File: src/rtl/mc_ctrl_pkg.sv
// Shared types and encodings for the multicycle RV32I main controller.
package mc_ctrl_pkg;

  localparam int unsigned ALUCTRL_W = 3;
  localparam int unsigned STATE_W   = 4;

  typedef enum logic [STATE_W-1:0] {
    S_FETCH    = 4'd0,
    S_DECODE   = 4'd1,
    S_MEMADR   = 4'd2,
    S_MEMREAD  = 4'd3,
    S_MEMWB    = 4'd4,
    S_MEMWRITE = 4'd5,
    S_EXECUTER = 4'd6,
    S_EXECUTEI = 4'd7,
    S_ALUWB    = 4'd8,
    S_JAL      = 4'd9,
    S_BEQ      = 4'd10,
    S_TRAP     = 4'd11
  } state_e;

  localparam logic [6:0] OP_LW  = 7'b0000011;
  localparam logic [6:0] OP_SW  = 7'b0100011;
  localparam logic [6:0] OP_R   = 7'b0110011;
  localparam logic [6:0] OP_I   = 7'b0010011;
  localparam logic [6:0] OP_JAL = 7'b1101111;
  localparam logic [6:0] OP_BEQ = 7'b1100011;

  localparam logic [1:0] ALUOP_ADD   = 2'b00;
  localparam logic [1:0] ALUOP_SUB   = 2'b01;
  localparam logic [1:0] ALUOP_FUNCT = 2'b10;

  localparam logic [ALUCTRL_W-1:0] ALUCTL_ADD = 3'b000;
  localparam logic [ALUCTRL_W-1:0] ALUCTL_SUB = 3'b001;
  localparam logic [ALUCTRL_W-1:0] ALUCTL_AND = 3'b010;
  localparam logic [ALUCTRL_W-1:0] ALUCTL_OR  = 3'b011;
  localparam logic [ALUCTRL_W-1:0] ALUCTL_SLT = 3'b101;

  localparam logic [1:0] RES_ALUOUT    = 2'b00;
  localparam logic [1:0] RES_DATA      = 2'b01;
  localparam logic [1:0] RES_ALURESULT = 2'b10;

  localparam logic [1:0] SRCA_PC    = 2'b00;
  localparam logic [1:0] SRCA_OLDPC = 2'b01;
  localparam logic [1:0] SRCA_RD1   = 2'b10;

  localparam logic [1:0] SRCB_RD2  = 2'b00;
  localparam logic [1:0] SRCB_IMM  = 2'b01;
  localparam logic [1:0] SRCB_FOUR = 2'b10;

  localparam logic [1:0] IMM_I = 2'b00;
  localparam logic [1:0] IMM_S = 2'b01;
  localparam logic [1:0] IMM_B = 2'b10;
  localparam logic [1:0] IMM_J = 2'b11;

  typedef struct packed {
    logic       pc_update;
    logic       branch;
    logic       adr_src;
    logic       mem_write;
    logic       ir_write;
    logic       reg_write;
    logic [1:0] result_src;
    logic [1:0] alu_src_a;
    logic [1:0] alu_src_b;
    logic [1:0] alu_op;
  } ctrl_t;

  // Moore output decode; anything not set stays 0, including TRAP and unused codes.
  function automatic ctrl_t state_ctrl(input state_e s);
    ctrl_t c;
    c = '0;
    case (s)
      S_FETCH: begin
        c.ir_write   = 1'b1;
        c.alu_src_a  = SRCA_PC;
        c.alu_src_b  = SRCB_FOUR;
        c.alu_op     = ALUOP_ADD;
        c.result_src = RES_ALURESULT;
        c.pc_update  = 1'b1;
      end
      S_DECODE: begin
        c.alu_src_a = SRCA_OLDPC;
        c.alu_src_b = SRCB_IMM;
      end
      S_MEMADR, S_EXECUTEI: begin
        c.alu_src_a = SRCA_RD1;
        c.alu_src_b = SRCB_IMM;
        c.alu_op    = (s == S_EXECUTEI) ? ALUOP_FUNCT : ALUOP_ADD;
      end
      S_MEMREAD: c.adr_src = 1'b1;
      S_MEMWB: begin
        c.result_src = RES_DATA;
        c.reg_write  = 1'b1;
      end
      S_MEMWRITE: begin
        c.adr_src   = 1'b1;
        c.mem_write = 1'b1;
      end
      S_EXECUTER: begin
        c.alu_src_a = SRCA_RD1;
        c.alu_src_b = SRCB_RD2;
        c.alu_op    = ALUOP_FUNCT;
      end
      S_ALUWB: c.reg_write = 1'b1;
      S_JAL: begin
        c.alu_src_a = SRCA_OLDPC;
        c.alu_src_b = SRCB_FOUR;
        c.pc_update = 1'b1;
      end
      S_BEQ: begin
        c.alu_src_a = SRCA_RD1;
        c.alu_src_b = SRCB_RD2;
        c.alu_op    = ALUOP_SUB;
        c.branch    = 1'b1;
      end
      default: c = '0;
    endcase
    return c;
  endfunction

endpackage

File: src/rtl/alu_decoder.sv
// ALUOp/funct to ALUControl decode for the multicycle RV32I datapath.
module alu_decoder
  import mc_ctrl_pkg::*;
(
  input  logic [1:0]           alu_op,
  input  logic [2:0]           funct3,
  input  logic                 funct7b5,
  input  logic                 op5,
  output logic [ALUCTRL_W-1:0] alu_control
);

  always_comb begin
    alu_control = ALUCTL_ADD;
    case (alu_op)
      ALUOP_SUB: alu_control = ALUCTL_SUB;
      ALUOP_FUNCT: begin
        case (funct3)
          // only R-type sub has both op[5] and funct7[5] set; addi never subtracts
          3'b000:  alu_control = (op5 & funct7b5) ? ALUCTL_SUB : ALUCTL_ADD;
          3'b010:  alu_control = ALUCTL_SLT;
          3'b110:  alu_control = ALUCTL_OR;
          3'b111:  alu_control = ALUCTL_AND;
          default: alu_control = ALUCTL_ADD;
        endcase
      end
      default: alu_control = ALUCTL_ADD;
    endcase
  end

endmodule

File: src/rtl/mc_control_unit.sv
// Main controller FSM for the multicycle RV32I datapath.
// Define ILLEGAL_TRAP_EN to trap on unknown opcodes instead of treating them as NOPs.
module mc_control_unit
  import mc_ctrl_pkg::*;
(
  input  logic                 clk,
  input  logic                 reset,
  input  logic [6:0]           op,
  input  logic [2:0]           funct3,
  input  logic                 funct7b5,
  input  logic                 zero,
  output logic                 PCWrite,
  output logic                 AdrSrc,
  output logic                 MemWrite,
  output logic                 IRWrite,
  output logic                 RegWrite,
  output logic [1:0]           ResultSrc,
  output logic [1:0]           ALUSrcA,
  output logic [1:0]           ALUSrcB,
  output logic [1:0]           ImmSrc,
  output logic [ALUCTRL_W-1:0] ALUControl,
  output logic                 illegal
);

  state_e state_q, state_d;
  ctrl_t  ctrl_q, ctrl_d;

  // Next state; outputs are decoded from the next state so they register in step with it.
  always_comb begin
    state_d = S_FETCH;
    case (state_q)
      S_FETCH: state_d = S_DECODE;
      S_DECODE: begin
        case (op)
          OP_LW, OP_SW: state_d = S_MEMADR;
          OP_R:         state_d = S_EXECUTER;
          OP_I:         state_d = S_EXECUTEI;
          OP_JAL:       state_d = S_JAL;
          OP_BEQ:       state_d = S_BEQ;
`ifdef ILLEGAL_TRAP_EN
          default:      state_d = S_TRAP;
`else
          default:      state_d = S_FETCH;
`endif
        endcase
      end
      S_MEMADR:   state_d = op[5] ? S_MEMWRITE : S_MEMREAD;
      S_MEMREAD:  state_d = S_MEMWB;
      S_EXECUTER: state_d = S_ALUWB;
      S_EXECUTEI: state_d = S_ALUWB;
      S_JAL:      state_d = S_ALUWB;
`ifdef ILLEGAL_TRAP_EN
      S_TRAP:     state_d = S_TRAP;
`endif
      default:    state_d = S_FETCH;
    endcase
    ctrl_d = state_ctrl(state_d);
  end

  always_ff @(posedge clk) begin
    if (reset) begin
      state_q <= S_FETCH;
      ctrl_q  <= state_ctrl(S_FETCH);
    end else begin
      state_q <= state_d;
      ctrl_q  <= ctrl_d;
    end
  end

`ifdef ILLEGAL_TRAP_EN
  logic illegal_q, illegal_d;

  always_comb begin
    illegal_d = illegal_q | (state_d == S_TRAP);
  end

  always_ff @(posedge clk) begin
    if (reset) illegal_q <= 1'b0;
    else       illegal_q <= illegal_d;
  end

  assign illegal = illegal_q & ~reset;
`else
  assign illegal = 1'b0;
`endif

  // Enables are masked by reset directly so a write in flight is killed the cycle reset rises.
  assign PCWrite   = ~reset & (ctrl_q.pc_update | (ctrl_q.branch & zero));
  assign IRWrite   = ~reset & ctrl_q.ir_write;
  assign RegWrite  = ~reset & ctrl_q.reg_write;
  assign MemWrite  = ~reset & ctrl_q.mem_write;
  assign AdrSrc    = ctrl_q.adr_src;
  assign ResultSrc = ctrl_q.result_src;
  assign ALUSrcA   = ctrl_q.alu_src_a;
  assign ALUSrcB   = ctrl_q.alu_src_b;

  always_comb begin
    case (op)
      OP_SW:   ImmSrc = IMM_S;
      OP_BEQ:  ImmSrc = IMM_B;
      OP_JAL:  ImmSrc = IMM_J;
      default: ImmSrc = IMM_I;
    endcase
  end

  alu_decoder u_alu_decoder (
    .alu_op      (ctrl_q.alu_op),
    .funct3      (funct3),
    .funct7b5    (funct7b5),
    .op5         (op[5]),
    .alu_control (ALUControl)
  );

endmodule
File: config.mk
export PLATFORM = sky130hd
export DESIGN_NAME = mc_control_unit
export DESIGN_NICKNAME = d
export VERILOG_FILES = /design/src/rtl/mc_ctrl_pkg.sv /design/src/rtl/alu_decoder.sv /design/src/rtl/mc_control_unit.sv
export SDC_FILE = /design/constraint.sdc
export NUM_CORES = 1
export LEC_CHECK = 0
export CORE_MARGIN = 8
export CORE_UTILIZATION = 45
export CTS_BUF_LIST = sky130_fd_sc_hd__clkbuf_4 sky130_fd_sc_hd__clkbuf_8
export CTS_CLUSTER_DIAMETER = 40
export CTS_CLUSTER_SIZE = 12
export DETAILED_ROUTE_END_ITERATION = 10
export HOLD_SLACK_MARGIN = 0.1
export MAX_ROUTING_LAYER = met4
export PLACE_DENSITY = 0.79
export SLEW_MARGIN = 10
export SYNTH_ARGS = -nofsm -noshare
export SYNTH_HDL_FRONTEND = slang
export SYNTH_SLANG_ARGS = --single-unit
File: constraint.sdc
create_clock -name clk -period 2.35 [get_ports clk]
set_clock_uncertainty 0.15 [all_clocks]
set_input_delay 0.47 -clock clk [delete_from_list [all_inputs] [get_ports clk]]
set_output_delay 0.47 -clock clk [all_outputs]
set_load 0.005 [all_outputs]
After elaboration in Yosys (flattened, before gate mapping) --
Index checks and enable logic that the tools add are counted.
Storage, ports and cells: register bits after elaboration 18, bits in latches 0, bits in writable memories 0, memory bits (read-only) 0, input bits 14, output and inout port bits 17, word-level logic and storage cells 73, memories 0
Cells by class: add/subtract/negate cells 0, $mul 0, div/mod/pow operators 0, order comparisons 0, eq/ne operators 27, shift operators 0, multiplexer cells 17, bitwise operators 8, reductions and logical operators 10
Operators with widths (count):
- $pmux W4 S5 | 3
- $eq A4 B3 Y1 const B | 6
- $eq A4 B2 Y1 const B | 4
- $eq A4 B4 Y1 const B | 4
- $eq A7 B6 Y1 const B | 2
- $eq A7 B7 Y1 const B | 2
- $pmux W2 S3 | 2
- $pmux W3 S4 | 1
- $reduce_or A2 Y1 | 6
- $eq A4 B1 Y1 const B | 2
- $logic_not A4 Y1 | 2
- $eq A7 B2 Y1 const B | 1
- $eq A7 B5 Y1 const B | 1
- $mux W1 | 7
- $and A1 B1 Y1 | 6
- $eq A3 B3 Y1 const B | 2
- $pmux W3 S2 | 1
- $pmux W2 S2 | 1
- $eq A3 B2 Y1 const B | 1
- $logic_not A3 Y1 | 1
- $mux W3 | 1
- $reduce_or A3 Y1 | 1
- $eq A2 B1 Y1 const B | 1
- $eq A2 B2 Y1 const B | 1
- other kinds (3) | 3

Longest topological paths before layout --
depth in word-level cells 7, gate-level depth with buffers 5, gate-level depth less buffers 5

By module --
Synthesis repeated with hierarchy kept, for this count alone.
Unflattened totals: cells, all modules 93, area, all modules 897.1 um^2
By module, submodules not included:
- mc_control_unit | times used 1, cells an instance 82, area an instance 800.8 um^2, sequential area each 320.3 um^2
- alu_decoder | times used 1, cells an instance 11, area an instance 96.3 um^2, sequential area each 0.0 um^2

Least setup slack after synthesis --
Ideal clock, no wire load.
path type in2reg, start point input port op[2], end point register ctrl_q (netlist bit ALUSrcB[1]), setup time 0.122 ns, arrival time 1.861 ns, required time 2.078 ns, path slack 0.216 ns, cell stages on the path 5, path buffers 0, path through or2_2 > a211oi_1 > a21oi_2 > and2_4 > a311o_1
On the way: cells in the longest elaborated chain, start to end 7, elaborated cells between the ends (all ways) 19, classes of those cells eq/ne (12); mux (3); reduce/logical (4)
Ends and longest elaborated chain:
- from (decl) | RTL line mc_control_unit.sv:8 | input logic [6:0] op,
- $eq A7 B6 Y1 or $eq A7 B2 Y1 (tied branches) | RTL line mc_control_unit.sv:34 | case (op)
- $reduce_or A2 Y1 | RTL line mc_control_unit.sv:34
- $pmux W4 S5 * | RTL line mc_control_unit.sv:34
- $pmux W4 S5 * | RTL line mc_control_unit.sv:31 | case (state_q)
- $eq A4 B4 Y1, or another cell as far along | RTL line mc_ctrl_pkg.sv:73 | case (s)
- $reduce_or A2 Y1 (on tied branches)
- $pmux W4 S5 * | RTL line mc_ctrl_pkg.sv:73
- to (signal assigned) | RTL line mc_control_unit.sv:63 | ctrl_q <= state_ctrl(S_FETCH);
- to (signal assigned) | RTL line mc_control_unit.sv:66 | ctrl_q <= ctrl_d;
- to (decl) | RTL line mc_control_unit.sv:26 | ctrl_t ctrl_q, ctrl_d;
Mark *: on every way between the ends. The rest lies on a longest branch, timed or not. A chain may end at the register's enable or synchronous reset.

Worst setup path in the final report --
start point input port reset, end point output port RegWrite
On the way: cells in the longest elaborated chain, start to end 2
Ends and longest elaborated chain:
- from (decl) | RTL line mc_control_unit.sv:7 | input logic reset,
- $not A1 Y1 | RTL line mc_control_unit.sv:90 | assign RegWrite = ~reset & ctrl_q.reg_write;
- $and A1 B1 Y1 | RTL line mc_control_unit.sv:90
- to (decl) | RTL line mc_control_unit.sv:16 | output logic RegWrite,
No other way between the ends.

==> metrics.csv <==
stage,metric,value,unit
yosys,Yosys reg bits,16,
critical_path,crit path capture type,primary output,
clocking,Clock Sinks,16,
grt,vias in the first global route,798,
die,core area,1760,sq um
drt,initial drt markers,16,
grt,total global-route track usage,0.124,
yosys,Cells after Synth,93,
grt,first-pass GRT wire length,3.33,mm
pwr,Comb power frac,0.193,
yosys,Synth top area share,0.375,
critical_path,CP required,1730,ps
drt,drt drc,0,
pwr,Tot Pwr,0.000569,W
timing,RSZ-0062 raised after global routing,false,
drt,Final ANT Viol Nets,0,
clocking,CTS root buffer,clkbuf_4,
yosys,Synth Area per Inst,9.18,sq um
pwr,net switching power,0.000129,W
die,Initial Util,0.484,
die,height of the die,59.5,microns
yosys,count of cell types in the netlist,37,
pwr,Seq pwr share,0.498,
cells_and_area,final net count,153,
outcome,status,"finished, final reports clean",
critical_path,Crit Path Category,input port to primary output,
grt,initial antenna violation count,0,
yosys,sequential area share after synthesis,0.375,
die,row count,15,
clocking,Worst-path clk slew,90,ps
clocking,CTS tree,yes,
clocking,total CTS buffers,3,
timing,WHS,546,ps
critical_path,crit-path max cell delay,520,ps
cells_and_area,"commonest non-fill, non-tap cells in the layout","clkdlybuf4s50_1, buf_4, dfxtp_1, nor2_1, nor3_1",
pwr,clock group share of total power,0.309,
timing,Setup TNS Final,0,ps
yosys,"top cells by area, synth","dfxtp_1, buf_4, nor3_1",
critical_path,CP Cell Sequence,clkdlybuf4s50_1 > nor2b_1 > clkdlybuf4s50_1,
timing,Final Hold Fails,0,
critical_path,cell mode on critical path,clkdlybuf4s50_1,
timing,Max Slew Vio Count,0,
critical_path,"Data arrival, critical path",1690,ps
grt,GRT overflow,0,
yosys,YS warnings,0,
critical_path,CP bufs+invs,2,
die,IO Count,31,
drt,final WL,2.07,mm
pwr,switching share of total power,0.226,
cells_and_area,layout cell share with drive strength beyond 1,0.287,
clocking,CTS Buffer Depth,2,
clocking,post-CTS setup buffer count,0,
drt,vias post-DR,803,
yosys,most area-hungry cell type in the Yosys netlist,dfxtp_1,
clocking,hold buffers post-CTS,0,
cells_and_area,final core utilization,0.735,
timing,# setup viols final,0,
cells_and_area,P&R area growth vs syn,51.9,%
placed_design,dpl hpwl,1.69,mm
flow_run,max_cap viols,0,
critical_path,CP Max Fanout,6,
min_path,Hold WC Path Type,register to register,
timing,post-route clock period utilization,0.982,
die,die extent in x,59.5,microns
critical_path,slowest CP cell,clkdlybuf4s50_1,
pwr,internal power,0.000440,W
clocking,H-tree lvl count,1,
drt,via-per-instance ratio,4.99,
die,die area,3550,sq um
drt,DR pass1 iterations,4,
placed_design,Final Wtd Congestion,0.820,
drt,detailed-route wire length per cell,12.8,microns
critical_path,startpoint type of the worst setup path,input port,
placed_design,Port Buf Inserts,29,
cells_and_area,number of diodes,0,
timing,fmax,0.433,GHz
yosys,post-synthesis net count,109,
pwr,PD cells,439,nW/um^2
yosys,Post-Syn Area,853,sq um
placed_design,DP Worst Slack,-397,ps
pwr,peak supply drop,0.635,mV
grt,largest net degree at the start of global routing,10,
clocking,worst-skew pair later-pin latency,280,ps
timing,final worst setup slack,42.6,ps
cells_and_area,"most common cell after layout, fill and taps aside",clkdlybuf4s50_1,
timing,fin crit period,2310,ps
critical_path,CP top delay family,buffers and inverters,
pwr,Leak Pwr,0.546,nW
==> cell families after synthesis <==
logic type	count (synthesis)	synth area share
simple gates	44	0.311
flops	16	0.375
fa+ha+maj	2	0.0293
compound gates	17	0.192
buf+inv	13	0.0880
other cells	1	0.00439
==> state kept, by name (all words and copies together) (netlist names) <==
name,cells
ctrl_q,6
state_q,4
ALUSrcA,2
ALUSrcB,2
AdrSrc,1
ResultSrc,1
==> worst min-delay path: stages (launching register included) <==
cell and delay (ps):
dfxtp_1 370, nand3b_1 120, buf_4 110, a211oi_2 50
==> per-stage QoR <==
step                cells  instance area [sq um]
detailed placement    157                   1250
global placement      157                   1250
CTS                   161                   1300
floorplan              93                    853
finish                161                   1300
global route          161                   1300
==> what timing repair did <==
action | CTS | global route
endpoints found under the setup margin | 4 | 6
gates cloned | 0 | 0
gates resized for setup | 10 | 5
pin swaps | 2 | 2
==> Yosys cell counts (all sizes together) <==
cell type and count:
o2bb2ai 1, and2 1, a31oi 2, a311o 2
nor4 1, a2111oi 1, buf 7, nand3b 2
nand4b 1, nand2 4, inv 5, a22o 1
or2 2, and3b 1, nand2b 1, a21oi 4
a31o 1, nor3 9, nor2 10, o31a 1
conb 1, or4b 1, clkbuf 1, or3 1
nor2b 5, nand3 2, dfxtp 16, a211oi 2
a21boi 2, ha 2, nor3b 3
==> worst paths after layout <==
path,startpoint,end,slack (ps),cells past startpoint
setup / recovery,reset,RegWrite,40,3
setup reg to reg,state_q[1]$_SDFF_PP0_,AdrSrc$_SDFF_PP0_,230,5
hold / removal,state_q[1]$_SDFF_PP0_,AdrSrc$_SDFF_PP0_,550,3
hold reg to reg,state_q[1]$_SDFF_PP0_,AdrSrc$_SDFF_PP0_,550,3
==> power groups by stage <==
stage | Clock [W] | Combinational (W) | Sequential, W
CTS | 0.000182 | 0.000111 | 0.000283
global route | 0.000197 | 0.000119 | 0.000284
global placement | 0 | 0.000107 | 0.000290
floorplan | 0 | 0.0000493 | 0.000289
detailed placement | 0 | 0.000109 | 0.000290
finish | 0.000176 | 0.000110 | 0.000283
==> metal layers <==
layer  wire length, microns  vias to the layer above  share of wire  GRT usage
li1                       -                      412              -          -
met5                      0                        -              0          -
met3                    120                        2          0.058     0.0347
met1                    845                      374           0.41      0.123
met4                     12                        0         0.0058     0.0408
met2                   1090                       15           0.53      0.225
==> area by class of cell <==
class	count	area (sq um)
Sequential cell	16	320
Timing Repair Buffer	47	418
Multi-Input combinational cell	64	472
Fill cell	139	468
Inverter	5	18.8
Tap cell	25	31.3
Clock buffer	4	36.3
Power figures use the tool's default switching activity.
